`src/rtl/mem_arbiter.sv`:
```
// Two-port round-robin arbiter/sequencer for a single-port byte memory; words go out as two byte cycles, little-endian.
// Latency: request sampled in IDLE at N -> A0 at N+1, ack at N+2 (byte) or N+3 (word); one IDLE cycle between accesses.
// Backpressure: requests are only sampled in IDLE; a requester holds req and fields stable until its one-cycle ack.
module mem_arbiter #(
  parameter int AW = 16
) (
  input  logic          clk,
  input  logic          rst,
  input  logic          m0_req,
  input  logic          m0_we,
  input  logic          m0_word,
  input  logic [AW-1:0] m0_addr,
  input  logic [15:0]   m0_wdata,
  output logic          m0_ack,
  output logic [15:0]   m0_rdata,
  input  logic          m1_req,
  input  logic          m1_we,
  input  logic          m1_word,
  input  logic [AW-1:0] m1_addr,
  input  logic [15:0]   m1_wdata,
  output logic          m1_ack,
  output logic [15:0]   m1_rdata,
  output logic          mem_en,
  output logic          mem_we,
  output logic [AW-1:0] mem_addr,
  output logic [7:0]    mem_wdata,
  input  logic [7:0]    mem_rdata,
  output logic          busy,
  output logic          owner
);

  typedef enum logic [1:0] {IDLE, A0, A1, FIN} state_t;

  state_t        state, state_nxt;
  logic          cur_we, cur_word;
  logic [AW-1:0] cur_addr;
  logic [15:0]   cur_wdata;
  logic [7:0]    lo_byte;
  logic [15:0]   rdata0_q, rdata1_q;
  logic [15:0]   fin_rdata;
  logic          any_req, win;

  // Only one requester wins outright; on contention the port that was not served last goes next.
  assign any_req = m0_req | m1_req;
  assign win     = (m0_req & m1_req) ? ~owner : m1_req;

  // The byte arriving in FIN is the high byte of a word (low byte kept from A1) or the whole byte read.
  assign fin_rdata = cur_word ? {mem_rdata, lo_byte} : {8'h00, mem_rdata};

  // Read data goes straight through during a read ack so it is valid in the ack cycle; otherwise held.
  assign m0_rdata = (m0_ack && !cur_we) ? fin_rdata : rdata0_q;
  assign m1_rdata = (m1_ack && !cur_we) ? fin_rdata : rdata1_q;
  assign busy     = (state != IDLE);

  // State register.
  always_ff @(posedge clk or negedge rst) begin
    if (!rst) state <= IDLE;
    else      state <= state_nxt;
  end

  // Next-state and memory-side/ack outputs; A0 drives the low byte, A1 the high byte at addr+1 (wrapping).
  always_comb begin
    state_nxt = state;
    mem_en    = 1'b0;
    mem_we    = 1'b0;
    mem_addr  = cur_addr;
    mem_wdata = cur_wdata[7:0];
    m0_ack    = 1'b0;
    m1_ack    = 1'b0;
    case (state)
      IDLE: if (any_req) state_nxt = A0;
      A0: begin
        mem_en    = 1'b1;
        mem_we    = cur_we;
        state_nxt = cur_word ? A1 : FIN;
      end
      A1: begin
        mem_en    = 1'b1;
        mem_we    = cur_we;
        mem_addr  = cur_addr + AW'(1);
        mem_wdata = cur_wdata[15:8];
        state_nxt = FIN;
      end
      FIN: begin
        m0_ack    = ~owner;
        m1_ack    = owner;
        state_nxt = IDLE;
      end
      default: state_nxt = IDLE;
    endcase
  end

  // Latch the winner's access in IDLE, collect read bytes in A1 and FIN.
  always_ff @(posedge clk or negedge rst) begin
    if (!rst) begin
      owner     <= 1'b1;
      cur_we    <= 1'b0;
      cur_word  <= 1'b0;
      cur_addr  <= '0;
      cur_wdata <= '0;
      lo_byte   <= '0;
      rdata0_q  <= '0;
      rdata1_q  <= '0;
    end else begin
      if (state == IDLE && any_req) begin
        owner     <= win;
        cur_we    <= win ? m1_we    : m0_we;
        cur_word  <= win ? m1_word  : m0_word;
        cur_addr  <= win ? m1_addr  : m0_addr;
        cur_wdata <= win ? m1_wdata : m0_wdata;
      end
      if (state == A1 && !cur_we) lo_byte <= mem_rdata;
      if (state == FIN && !cur_we) begin
        if (owner) rdata1_q <= fin_rdata;
        else       rdata0_q <= fin_rdata;
      end
    end
  end

endmodule

```
`config.mk`:
```
export PLATFORM = sky130hd
export DESIGN_NAME = mem_arbiter
export DESIGN_NICKNAME = d
export VERILOG_FILES = /design/src/rtl/mem_arbiter.sv
export SDC_FILE = /design/constraint.sdc
export NUM_CORES = 1
export LEC_CHECK = 0
export BUFFER_PORTS_ARGS = -buffer_cell sky130_fd_sc_hd__buf_2
export CAP_MARGIN = 20
export CORE_ASPECT_RATIO = 0.75
export CORE_UTILIZATION = 45
export DETAILED_ROUTE_END_ITERATION = 16
export GPL_ROUTABILITY_DRIVEN = 0
export GPL_TIMING_DRIVEN = 0
export PLACE_DENSITY_LB_ADDON = 0.25
export SYNTH_ARGS = -nofsm -noshare
export SYNTH_HDL_FRONTEND = slang
export SYNTH_SLANG_ARGS = --single-unit
```
`constraint.sdc`:
```
create_clock -name clk -period 1.6 [get_ports clk]
set_input_delay 0.08 -clock clk [delete_from_list [all_inputs] [get_ports clk]]
set_output_delay 0.08 -clock clk [all_outputs]
set_load 0.1 [all_outputs]
```
==> metrics <==
Detailed Route WL=23580 um; minimum hold slack=15.92 ps; setup slack after layout=-710.3 ps; sequential cell area fraction in the yosys report=48.92%; Finished Cell Area=0.008147 mm2; Worst EP arrival=2230 ps; r2r startpoint=owner; Fmax=0.4328 GHz; failing checks=setup timing; Crit Path Category=reg -> out; Die ar.=0.009141 mm2; post-DR vias/cell=6.885; layout net count=737; IO Count=142; CP startpoint kind=flop; Antenna diodes=0; async set-reset flop share out of synthesis=100.0%; Reg clk slew, reported paths=60 ps; Hold Violations, Final=0; clk sinks=77; ANT nets after route=0; Syn Area/Cell=8.957 um2; detailed placer's ending HPWL=9191 um; area delta synth->final=106.7%; Placed Instance Area=0.005838 mm2; Final period util=144.4%; max-slew violations=0; flops & latches, synth=77; Critical Path End=m0_rdata[0]; Tightest Pin Transition=732.5 ps; Synth area leader=dfrtp_1; Worst-Skew Late Latency=340 ps; initial core utilization=46.42%; post-synth top area share=48.25%; drt wl/cell=30.86 um; # DRC=0; die width=110.1 um; r2r worst-path depth=6; final core utilization=95.95%; Hold Crit Class=in -> reg; Fill cells=177; Num CTS Buffers=9; Synth Warn #=0; Port Buffers=141; Main synth FF type=dfrtp_1; final setup violation count=118; RSZ-0062 raised after global routing=true; Clock Tree Root=clkbuf_16; Post-Route Setup TNS=-33360 ps; Clock Path Buffers=2; fraction of layout cells with a size suffix above 1=58.84%; first drt pass iteration count=9; Initial DRC Count=688; CTS tree=built; min cycle time layout=2310 ps; overall routing resource usage=38.40%; via count=5260; initial antenna violation count=1; cell area after synthesis=0.003941 mm2; Die Height=83.05 um; Slew headroom=50.94%; Post-synth EDFFs=0; count leader, synth=nand2_1; Gate Count Post-Synth=440; synth cell count leaders=113 x nand2_1, 76 x dfrtp_1, 47 x o21ai_0; Synth area leaders=dfrtp_1 48%, nand2_1 11%, o21ai_0 6.0%, a31oi_1 5.6%, mux2_2 4.9%; core area=0.008491 mm2; Setup Skew=7.652 ps; largest net degree at the start of global routing=48; reg2reg setup slack=-620 ps; crit path from=state[0]; count of different cell masters after synthesis=36; status=finished, violations left; gr ovfl total=0; reg-to-reg endpoint=cur_addr[5]; CP required=1520 ps; CTS H-tree lvls=3; Setup crit end kind=output port; Max-Cap Viols=0; CP Max Fanout=7; first-pass GRT wire length=25670 um; Synthesized Nets=526; # rows=29; vias in the first global route=4702
==> through the flow <==
| stage | cells | worst slack, ps |
|---|---|---|
| finish | 764 | -710.3 |
| global route | 764 | -734.9 |
| CTS | 750 | -553.9 |
| detailed placement | 690 | -686.9 |
| global placement | 689 | -651.1 |
| floorplan | 440 | -480.0 |
==> how the worst min path moves through the flow <==
stage | from | end | slack [ps] | depth (start not counted)
floorplan | rst | cur_addr[0] | -220 | 0
global placement | m0_req | owner | 320 | 2
detailed placement | rst | rdata0_q[9] | 50 | 1
CTS | m0_we | cur_we | 0.2 | 3
global route | m1_wdata[9] | cur_wdata[9] | 20 | 3
finish | m0_addr[2] | cur_addr[2] | 20 | 3
==> layout by cell type (no fill, tap or decap), types with 11 or more instances in the layout <==
cell type / instances
o21ai_1: 13
nand2_4: 26
nor2_1: 36
buf_2: 79
o21ai_4: 33
dfrtp_1: 66
clkbuf_16: 16
buf_12: 54
buf_4: 24
buf_8: 11
buf_6: 30
nand2_1: 80
a31oi_1: 35
dlygate4sd3_1: 18
o21ai_2: 13
==> sequential cells by signal, summed over array words and instances, names as in the netlist <==
name,flops
owner,1
cur_word,1
lo_byte,8
cur_wdata,16
rdata1_q,16
state,2
rdata0_q,16
cur_we,1
cur_addr,16
==> logic make-up (layout without fill, tap and decap cells) <==
logic type | Yosys count | count (layout) | share of synthesized area [%]
AND/OR/NAND/NOR | 176 | 176 | 18.83
AO/OA/AOI/OAI | 106 | 106 | 15.49
flip-flops | 77 | 77 | 48.92
buffers and inverters | 35 | 251 | 4.635
multiplexers | 25 | 25 | 6.889
XOR/XNOR | 15 | 15 | 3.333
adder cells (fa/ha/maj) | 6 | 6 | 1.905
==> repair_timing <==
| item | CTS | global route |
|---|---|---|
| gates resized for setup | 306 | 87 |
| endpoints found under the hold margin | 42 | 0 |
| cloned | 2 | 6 |
| pin swaps | 21 | 25 |
| setup endpoints to repair | 121 | 131 |
| buffers inserted | 26 | 13 |
| hold buffers | 18 | 0 |
==> critical path, cell delays in order, from the launching register on <==
cell and delay [ps]:
dfrtp_2 450, ha_4 180, or3b_4 430, buf_6 150, clkbuf_16 170, o21ai_4 290
buf_12 220
==> final cells by class <==
class / instances / area (um2) / share of cell area (%)
Multi-Input combinational cell: 328 / 3115 / 38.24
Timing Repair Buffer: 204 / 2266 / 27.81
Sequential cell: 77 / 1944 / 23.87
Buffer: 26 / 359.1 / 4.408
Clock buffer: 11 / 242.7 / 2.980
Tap cell: 108 / 135.1 / 1.659
Clock inverter: 5 / 60.06 / 0.7372
Inverter: 5 / 23.77 / 0.2918
==> layer usage <==
metal	up-vias	track usage [%]	share of wire (%)
li1	1944	-	-
met1	2517	48.30	34
met2	580	64.49	45
met3	215	8.242	12
met4	4	14.18	8.6
met5	-	0	0.26
Power is left out: the tool's default activity adds up to more than one toggle a clock period on the data nets, which glitch-free logic cannot reach.
